<file path="src/rtl/button_event_unit.sv">
// Five-button synchronizer/debouncer producing one-hot {U,D,R,L,C} press pulses.
// Define BUTTON_AUTO_REPEAT_EN to compile in auto-repeat for held U/D.

module button_debounce #(
    parameter int DEBOUNCE_SAMPLES = 4
) (
    input  logic clk,
    input  logic rst,
    input  logic raw,
    input  logic tick,
    output logic level,
    output logic level_nxt,
    output logic rise
);
    logic [1:0] sync;
    logic [3:0] cnt;
    logic       flip;

    // The level flips on the DEBOUNCE_SAMPLES-th consecutive disagreeing tick.
    assign flip      = tick && (sync[1] != level) && (cnt == 4'(DEBOUNCE_SAMPLES - 1));
    assign level_nxt = level ^ flip;
    assign rise      = flip && !level;

    always_ff @(posedge clk or negedge rst) begin
        if (!rst) begin
            sync  <= '0;
            cnt   <= '0;
            level <= 1'b0;
        end else begin
            sync  <= {sync[0], raw};
            level <= level_nxt;
            if (tick) begin
                if (sync[1] == level || flip) cnt <= '0;
                else                          cnt <= cnt + 4'd1;
            end
        end
    end
endmodule

module button_event_unit #(
    parameter int TICK_DIV         = 500000,
    parameter int DEBOUNCE_SAMPLES = 4,
    parameter int REPEAT_DELAY     = 100,
    parameter int REPEAT_RATE      = 20
) (
    input  logic       clk,
    input  logic       rst,
    input  logic       C,
    input  logic       L,
    input  logic       R,
    input  logic       U,
    input  logic       D,
    output logic [4:0] btn_pulse,
    output logic [4:0] btn_level,
    output logic       repeat_evt,
    output logic       collision
);
    localparam int TW = (TICK_DIV > 1) ? $clog2(TICK_DIV) : 1;

    logic [TW-1:0] tick_cnt;
    logic          tick;
    logic [4:0]    raw, lvl_nxt, rise, winner;
    logic          multi, rpt_fire;

    assign raw  = {U, D, R, L, C};
    assign tick = (tick_cnt == TW'(TICK_DIV - 1));

    always_ff @(posedge clk or negedge rst) begin
        if (!rst)      tick_cnt <= '0;
        else if (tick) tick_cnt <= '0;
        else           tick_cnt <= tick_cnt + TW'(1);
    end

    for (genvar i = 0; i < 5; i++) begin : g_btn
        button_debounce #(.DEBOUNCE_SAMPLES(DEBOUNCE_SAMPLES)) u_db (
            .clk      (clk),
            .rst      (rst),
            .raw      (raw[i]),
            .tick     (tick),
            .level    (btn_level[i]),
            .level_nxt(lvl_nxt[i]),
            .rise     (rise[i])
        );
    end

    // Lowest index wins, which is the C > L > R > D > U order of the vector.
    assign winner = rise & (~rise + 5'd1);
    assign multi  = (rise & (rise - 5'd1)) != 5'd0;

`ifdef BUTTON_AUTO_REPEAT_EN
    localparam int HW = $clog2(REPEAT_DELAY + 1);
    localparam int RW = (REPEAT_RATE > 1) ? $clog2(REPEAT_RATE + 1) : 1;

    logic [HW-1:0] hold_cnt;
    logic [RW-1:0] rate_cnt;
    logic          solo, hold_sat;

    // Judged on the post-tick level so a release or a new press stops repeats at once.
    assign solo     = (lvl_nxt == 5'b10000) || (lvl_nxt == 5'b01000);
    assign hold_sat = (hold_cnt == HW'(REPEAT_DELAY));
    assign rpt_fire = tick && (rise == 5'd0) && solo &&
                      ((hold_cnt == HW'(REPEAT_DELAY - 1)) ||
                       (hold_sat && rate_cnt == RW'(REPEAT_RATE - 1)));

    always_ff @(posedge clk or negedge rst) begin
        if (!rst) begin
            hold_cnt <= '0;
            rate_cnt <= '0;
        end else if (tick) begin
            if (rise != 5'd0 || !solo) begin
                hold_cnt <= '0;
                rate_cnt <= '0;
            end else if (!hold_sat) begin
                hold_cnt <= hold_cnt + HW'(1);
                rate_cnt <= '0;
            end else if (rate_cnt == RW'(REPEAT_RATE - 1)) begin
                rate_cnt <= '0;
            end else begin
                rate_cnt <= rate_cnt + RW'(1);
            end
        end
    end
`else
    logic unused_rpt;
    assign unused_rpt = ^{REPEAT_DELAY[0], REPEAT_RATE[0]};
    assign rpt_fire   = 1'b0;
`endif

    always_ff @(posedge clk or negedge rst) begin
        if (!rst) begin
            btn_pulse  <= '0;
            repeat_evt <= 1'b0;
            collision  <= 1'b0;
        end else begin
            btn_pulse  <= (rise != 5'd0) ? winner : (rpt_fire ? lvl_nxt : 5'd0);
            repeat_evt <= rpt_fire;
            collision  <= multi;
        end
    end
endmodule

</file>
<file path="config.mk">
export PLATFORM = sky130hd
export DESIGN_NAME = button_event_unit
export DESIGN_NICKNAME = d
export VERILOG_FILES = /design/src/rtl/button_event_unit.sv
export SDC_FILE = /design/constraint.sdc
export NUM_CORES = 1
export LEC_CHECK = 0
export CAP_MARGIN = 20
export CORE_MARGIN = 1.5
export CORE_UTILIZATION = 62
export DETAILED_ROUTE_END_ITERATION = 8
export PLACE_DENSITY_LB_ADDON = 0.1
export SLEW_MARGIN = 25
export SYNTH_ARGS = -nofsm -noshare
export SYNTH_HDL_FRONTEND = slang
export SYNTH_HIERARCHICAL = 1
export SYNTH_SLANG_ARGS = --single-unit
export TNS_END_PERCENT = 50
</file>
<file path="constraint.sdc">
create_clock -name clk -period 9.2 [get_ports clk]
set_clock_uncertainty 0.1 [all_clocks]
set_input_delay 2.3 -clock clk [delete_from_list [all_inputs] [get_ports clk]]
set_output_delay 2.3 -clock clk [all_outputs]
set_load 0.03 [all_outputs]
</file>
==> flow_summary.yaml, run 1 <==
synth:
  synthXorXnorAreaFrac: 0.07222
  yosysWarnings: 6
  synth_ff_type: "dfrtp_1"
  synth_area_um2: 2824
  synth_fa_ha_area_frac: 0.05228
  synth_compound_area_frac: 0.1196
  synthMuxAreaShare: 0.003545
  yosys_register_bits: 60
  ys_async_sr_fraction: 1.000
  seq_area_frac_synth: 0.5317
  syn_nets: 272
  syn_inst: 254
  synth_top_family_by_area: "simple AND/OR/NAND/NOR gates"
  synth-simple-area-share: 0.1755
  ys_types: 42
  synth-edff-count: 0
  synth_area_per_cell_um2: 11.12
clock_network:
  hold_buffers: 0
  cts_tree: "built"
  cts_max_path_buffers: 2
  root_buffer: "clkbuf_8"
  post_cts_resized: 0
  h-tree-depth: 3
  cts_setup_buffers: 0
  clkTransAtPathRegs_ns: 0.06
  clock-sinks: 60
  cts_buffers: 9
  clock_latency_ns: 0.32
critical_path:
  path_max_fanout: 3
  crit_chain: "clkdlybuf4s50_1"
  slowest_delay_ns: 0.70
  rrSetupSlack_ns: 6.68
  cp_slowest_cell: "clkdlybuf4s50_1"
  start_kind: "flip-flop"
  end_kind: "output port"
  cp.required_ns: 6.80
  cp_top_family: "buffers and inverters"
  critPathArrivalTime_ns: 1.44
  crit_buf_inv: 1
  critical_path_class: "flip-flop to output port"
sta:
  tightest_slew_ns: 0.7218
  fin_crit_sh: 0.4177
  finalHoldViolCount: 0
  min_period_ns: 3.842
  relSlewSlack: 0.5188
  rsz0062_at_grt: "false"
  final-max-slew-violation-count: 0
  setup_viol: 0
  maxClockFrequency_ghz: 0.2603
  setup-tns-final_ns: 0
global_routing:
  antenna_found_initial: 0
  grt_remaining_overflow: 0
  grt_pass1_vias: 1850
  grt_pass1_wl_um: 8397
  gr-usage-all-layers: 0.2195
  grt_max_degree: 61
route:
  wl_per_cell_um: 14.10
  drc_errors: 0
  drtPass1Iterations: 4
  via_per_inst: 5.571
  ant_nets: 0
  postRouteWirelength_um: 4765
  drt_iter0_markers: 120
  routed-via-count: 1883
power_and_ir_drop:
  power.total_mw: 0.4799
  clockPowerShare: 0.422
  p_comb_frac: 0.021
  peakVddDrop_mv: 0.1276
  p_switching_mw: 0.1005
  p_leak_nw: 1.452
  seq_power_share: 0.557
  p_int_mw: 0.3794
  powerDensity_nw_per_um2: 148.4
  sw_frac_of_total: 0.2095
floorplan:
  num_rows: 24
  die_h_um: 70.49
  num_io_pins: 19
  initial_core_util: 0.6486
  placeableCoreArea_um2: 4354
  die_area_um2: 4969
  die_x_um: 70.49
cells_and_area:
  antenna_cells: 0
  drive_above_1_share: 0.1469
  nNetsFinal: 300
  mostFrequentLayoutCells: "dfrtp_1, inv_1, nor2_1"
  final_common_cell: "dfrtp_1"
  syn2layout_area_growth_pct: 14.49
flow_run:
  maxCapViolations: 0
placed_design:
  gp_congestion: 0.8669
  io_buffers: 17
  dp_hpwl_um: 3185
status:
  status: "finished clean"
hold_path:
  min_path_type: "flip-flop to flip-flop"
layer usage:
metal / routed length, µm / track usage / share of wire / up-vias
li1: - / - / - / 936
met5: 0 / 0 / 0 / -
met3: 154 / 0.05628 / 0.032 / 6
met2: 2258 / 0.3312 / 0.47 / 39
met1: 2301 / 0.3046 / 0.48 / 902
met4: 51 / 0.09188 / 0.011 / 0
final timing paths:
check                                                        end                            start  cells past startpoint
worst max-delay path                                btn_level[1]    g_btn[1].u_db/level$_DFF_PN0_                      1
worst min-delay path             g_btn[4].u_db/sync[1]$_DFF_PN0_  g_btn[4].u_db/sync[0]$_DFF_PN0_                      0
worst max register to register               collision$_DFF_PN0_           tick_cnt[11]$_DFF_PN0_                     10
worst min register to register   g_btn[4].u_db/sync[1]$_DFF_PN0_  g_btn[4].u_db/sync[0]$_DFF_PN0_                      0
max in group asynchronous                 btn_pulse[3]$_DFF_PN0_                              rst                      2
min in group asynchronous       g_btn[1].u_db/cnt[1]$_DFFE_PN0P_                              rst                      2
sequential cells by signal (all words and copies together) (netlist names):
signal,cells
g_btn.u_db/cnt,20
tick_cnt,19
g_btn.u_db/sync,10
btn_pulse,5
g_btn.u_db/level,5
collision,1
synth_stat cells, types with 4 or more instances:
library cell | number | share of area
a21oi_1 | 13 | 0.023
dfrtp_1 | 60 | 0.53
nor4_1 | 4 | 0.0089
nand2_2 | 5 | 0.011
ha_1 | 11 | 0.049
o21ai_0 | 6 | 0.011
nand4_1 | 4 | 0.0089
nand2_1 | 11 | 0.015
inv_1 | 30 | 0.040
o32ai_2 | 5 | 0.029
nand3_1 | 19 | 0.034
o31ai_2 | 5 | 0.022
o22ai_1 | 5 | 0.011
nand2b_1 | 6 | 0.013
nor2_1 | 20 | 0.027
o2bb2ai_1 | 5 | 0.016
xnor2_1 | 9 | 0.028
xor2_1 | 5 | 0.016
xor2_2 | 5 | 0.029
metrics by stage:
stage / hold slack (ns) / std cells / instance area (µm²) / util / worst slack [ns]
floorplan: 0.2312 / 254 / 2824 / - / 5.776
CTS: 0.2500 / 338 / 3233 / 0.7425 / 5.348
finish: 0.2489 / 338 / 3233 / 0.7425 / 5.358
global route: 0.2537 / 338 / 3233 / 0.7425 / 5.304
global placement: 0.2318 / 323 / 3064 / 0.7037 / 5.725
detailed placement: 0.2387 / 323 / 3064 / 0.7037 / 5.712
power by group through the flow:
stage	combinational (mW)	sequential (mW)	clock (mW)
finish	0.00985	0.267	0.203
global route	0.0116	0.267	0.219
CTS	0.0104	0.267	0.208
detailed placement	0.0104	0.272	0
global placement	0.0103	0.272	0
floorplan	0.00263	0.272	0
final cells by class:
class,instances,area (µm²)
tap,52,65.06
clock buffer,13,158.9
clock inverter,2,10.01
inverter,30,112.6
timing repair buffer,19,180.2
multi-input combinational,162,1205
fill,295,1121
sequential,60,1501
cells by family (layout without fill, tap and decap cells):
family	Yosys count	after routing
compound gates	42	42
xor+xnor	19	19
fa+ha+maj	12	12
buf+inv	32	64
flops	60	60
mux	1	1
other cells	1	1
simple gates	87	87
No activity file was read; power rests on OpenSTA's default activity.
==> run 2: changes to the inputs <==
Settings changed: CORE_UTILIZATION 62 to 53.
Clock period 9.2 ns to 3.3 ns, I/O delays scaled along.
==> run 2 against run 1 <==
Register-to-register slack got worse by 5.8 ns. Global-route usage decreased by 3.6 points. Wire length decreased by 1.3%. Design area increased by 0.74%. Count of clock-buffer cells in the layout increased by 1. Highest routed layer unchanged.
==> flow_summary.yaml, run 2 (same netlist as run 1, synthesis figures left out) <==
status:
  status: "finished clean"
clock_network:
  cts_tree: "built"
  clock_latency_ns: 0.33
  root_buffer: "clkbuf_8"
  cts_max_path_buffers: 2
  clkTransAtPathRegs_ns: 0.07
  hold_buffers: 0
  clock-sinks: 60
  post_cts_resized: 0
  h-tree-depth: 3
  cts_setup_buffers: 0
  cts_buffers: 9
sta:
  finalHoldViolCount: 0
  setup-tns-final_ns: 0
  relSlewSlack: 0.5937
  maxClockFrequency_ghz: 0.4073
  setup_viol: 0
  hold_ws_ns: 0.2468
  tightest_slew_ns: 0.6050
  min_period_ns: 2.455
  final-max-slew-violation-count: 0
  setup_slack_ns: 0.8449
  fin_crit_sh: 0.7440
  rsz0062_at_grt: "false"
cells_and_area:
  largest_register_ffs: 20
  multi_input_area_um2: 1205
  fin_util: 0.6377
  drive_above_1_share: 0.1458
  nFillCells: 399
  max_flop_register: "g_btn.u_db/cnt"
  regArea_um2: 1501
  mostFrequentLayoutCells: "dfrtp_1, inv_1, nor2_1"
  final_common_cell: "dfrtp_1"
  syn2layout_area_growth_pct: 15.33
  reg.largest.list: "g_btn.u_db/cnt x20, tick_cnt x19, g_btn.u_db/sync x10"
  nNetsFinal: 301
  instances_no_fill: 358
  fin_area_um2: 3257
  antenna_cells: 0
placed_design:
  io_buffers: 17
  gp_congestion: 0.7980
  postPlaceCellArea_um2: 3094
  place_ws_ns: 0.8502
  dp_hpwl_um: 3288
  dp_cells: 342
route:
  drt_iter0_markers: 86
  postRouteWirelength_um: 4702
  wl_per_cell_um: 13.13
  met2_length_um: 2155
  wl_met1_um: 2265
  ant_nets: 0
  routed-via-count: 1878
  highest_layer: "met4"
  drc_errors: 0
  via_per_inst: 5.246
  drtPass1Iterations: 4
  dr_wl_met3_um: 156
floorplan:
  die_x_um: 76.00
  num_io_pins: 19
  placeableCoreArea_um2: 5107
  num_rows: 26
  die_area_um2: 5775
  initial_core_util: 0.5529
  die_h_um: 76.00
flow_run:
  maxCapViolations: 0
power_and_ir_drop:
  powerDensity_nw_per_um2: 408.8
  p_leak_nw: 1.452
  power.total_mw: 1.331
  peakVddDrop_mv: 0.2532
critical_path:
  cp.required_ns: 3.42
  critPathArrivalTime_ns: 2.58
  end_kind: "flip-flop"
  path_max_fanout: 15
  critical_path_class: "flip-flop to flip-flop"
  start_kind: "flip-flop"
global_routing:
  antenna_found_initial: 0
  grt_remaining_overflow: 0
  grt_max_degree: 30
  gr-usage-all-layers: 0.1835
  grt_pass1_wl_um: 8293
  grt_pass1_vias: 1868
hold_path:
  min_path_type: "flip-flop to flip-flop"
## run 2: final timing paths
path,start,to,slack (ns),cells after the start
min in group asynchronous,rst,g_btn[1].u_db/cnt[1]$_DFFE_PN0P_,0.29,1
worst min register to register,g_btn[1].u_db/sync[0]$_DFF_PN0_,g_btn[1].u_db/sync[1]$_DFF_PN0_,0.25,0
worst max-delay path,tick_cnt[0]$_DFF_PN0_,collision$_DFF_PN0_,0.84,10
max in group asynchronous,rst,tick_cnt[6]$_DFF_PN0_,2.13,2
worst max register to register,tick_cnt[0]$_DFF_PN0_,collision$_DFF_PN0_,0.84,10
worst min-delay path,g_btn[1].u_db/sync[0]$_DFF_PN0_,g_btn[1].u_db/sync[1]$_DFF_PN0_,0.25,0
## run 2: power breakdown
group	total [mW]	leakage [nW]	switching, mW	internal (mW)
clock	0.557	0.0844	0.266	0.292
sequential	0.745	0.801	0.00324	0.742
combinational	0.0288	0.566	0.0198	0.00908
## run 2: metal layers
metal,up-vias,track usage
met3,12,0.03593
met5,-,0
met2,42,0.2784
met4,0,0.1111
li1,938,-
met1,886,0.2456
## run 2: critical path: stages, from the launching register on
cell	delay, ns
dfrtp_1	0.41
ha_1	0.26
nand4_1	0.23
nor4_2	0.06
buf_4	0.21
nand3_1	0.10
nor2_1	0.05
ha_1	0.22
maj3_1	0.36
o21a_1	0.17
o22a_1	0.17
## run 2: final cells by class
type	count	area share
sequential	60	0.4610
multi-input combinational	162	0.3700
timing repair buffer	20	0.05763
clock buffer	14	0.04687
inverter	30	0.03458
tap	70	0.02689
clock inverter	2	0.003073
==> run 3: changes to the inputs <==
Settings changed: CORE_UTILIZATION 53 to 58.
Clock period 3.3 ns to 2.3 ns, I/O delays scaled along.
==> run 3 against run 2 <==
Sequential share of layout area shrank 2.7 points. First-iteration DRC count shrank 41%. Sequential power grew 44%. Critical path type unchanged.
==> flow_summary.yaml, run 3 (same netlist as run 1, synthesis figures left out) <==
floorplan:
  placeableCoreArea_um2: 4692
  num_io_pins: 19
  die_h_um: 72.78
  die_x_um: 72.78
  die_area_um2: 5296
  initial_core_util: 0.6019
  num_rows: 25
clock_network:
  cts_tree: "built"
  cts_max_path_buffers: 2
  clock-sinks: 60
  cts_setup_buffers: 0
  hold_buffers: 0
  clkTransAtPathRegs_ns: 0.06
  clock_latency_ns: 0.33
  cts_buffers: 9
  h-tree-depth: 3
  root_buffer: "clkbuf_8"
power_and_ir_drop:
  powerDensity_nw_per_um2: 602.7
  p_leak_nw: 1.588
  power.total_mw: 2.084
  peakVddDrop_mv: 0.4254
placed_design:
  gp_congestion: 0.8224
  dp_hpwl_um: 3672
  io_buffers: 17
  postPlaceCellArea_um2: 3248
critical_path:
  critical_path_class: "flip-flop to flip-flop"
  rrSetupSlack_ns: 0.05
  path_max_fanout: 5
  reg2reg_to: "collision$_DFF_PN0_"
  rr_startpoint: "tick_cnt[1]$_DFF_PN0_"
  startpoint: "tick_cnt[1]$_DFF_PN0_"
  crit_end: "collision$_DFF_PN0_"
  critPathArrivalTime_ns: 2.42
  start_kind: "flip-flop"
  cp.required_ns: 2.47
  ff2ff_path_depth: 10
  end_kind: "flip-flop"
cells_and_area:
  max_flop_register: "g_btn.u_db/cnt"
  multi_input_area_um2: 1229
  regArea_um2: 1501
  nFillCells: 327
  nNetsFinal: 320
  final_common_cell: "dfrtp_1"
  drive_above_1_share: 0.2222
  mostFrequentLayoutCells: "dfrtp_1, inv_1, buf_4"
  fin_area_um2: 3458
  fin_util: 0.7371
  syn2layout_area_growth_pct: 22.46
  reg.largest.list: "g_btn.u_db/cnt x20, tick_cnt x19, g_btn.u_db/sync x10"
  largest_register_ffs: 20
  antenna_cells: 0
sta:
  final-max-slew-violation-count: 0
  setup_viol: 0
  relSlewSlack: 0.6047
  tightest_slew_ns: 0.5886
  maxClockFrequency_ghz: 0.4439
  finalHoldViolCount: 0
  min_period_ns: 2.253
  setup-tns-final_ns: 0
  rsz0062_at_grt: "true"
  hold_ws_ns: 0.1377
  fin_crit_sh: 0.9795
global_routing:
  antenna_found_initial: 0
  grt_pass1_vias: 1975
  grt_max_degree: 38
  gr-usage-all-layers: 0.2198
  grt_remaining_overflow: 0
  grt_pass1_wl_um: 8645
hold_path:
  min_path_type: "primary input to asynchronous set/reset pin"
route:
  drt_iter0_markers: 51
  drtPass1Iterations: 4
  via_per_inst: 5.472
  routed-via-count: 1970
  drc_errors: 0
  ant_nets: 0
  postRouteWirelength_um: 4891
  wl_per_cell_um: 13.59
status:
  status: "finished clean"
flow_run:
  maxCapViolations: 0
## run 3: repair_timing
item | CTS | global route
pin swaps | 2 | 1
endpoints found under the setup margin | 1 | 3
resized for setup | 0 | 2
## run 3: stage by stage
stage	setup slack, ns	cells
2_1_floorplan	-0.2297	254
5_1_grt	-0.1565	360
3_3_place_gp	-0.003032	345
4_1_cts	0.01380	360
6_report	0.04722	360
3_5_place_dp	-0.04968	345
## run 3: per-layer routing
metal	GRT usage	up-vias	wire length, µm
met5	0	-	0
met4	0.08595	0	80
met3	0.08425	8	167
met2	0.3435	30	2421
met1	0.2771	953	2222
li1	-	979	-
## run 3: report_power, final
group	switching, mW	internal, mW
registers	0.00469	1.06
logic	0.0291	0.0131
clock network	0.373	0.600
## run 3: worst max-delay path: stages, from the launching register on
cell     delay [ns]
dfrtp_1        0.36
ha_2           0.19
nand4_1        0.20
nor4_4         0.35
buf_4          0.18
nand3_1        0.09
nor2_1         0.11
ha_2           0.23
maj3_1         0.17
o21a_1         0.10
o22a_1         0.12
## run 3: cell type report
class | count | share of cell area
Multi-Input combinational cell | 162 | 0.3553
Inverter | 30 | 0.03256
Sequential cell | 60 | 0.4342
Clock buffer | 10 | 0.03690
Tap cell | 54 | 0.01954
Timing Repair Buffer | 39 | 0.09913
Clock inverter | 5 | 0.02243
## run 3: worst min-delay path by stage
stage / to / cells past startpoint
floorplan: btn_pulse[0]$_DFF_PN0_ / 0
global placement: g_btn[1].u_db/sync[1]$_DFF_PN0_ / 0
detailed placement: g_btn[4].u_db/sync[1]$_DFF_PN0_ / 0
CTS: g_btn[1].u_db/sync[0]$_DFF_PN0_ / 2
global route: g_btn[0].u_db/sync[1]$_DFF_PN0_ / 2
finish: g_btn[0].u_db/sync[1]$_DFF_PN0_ / 2
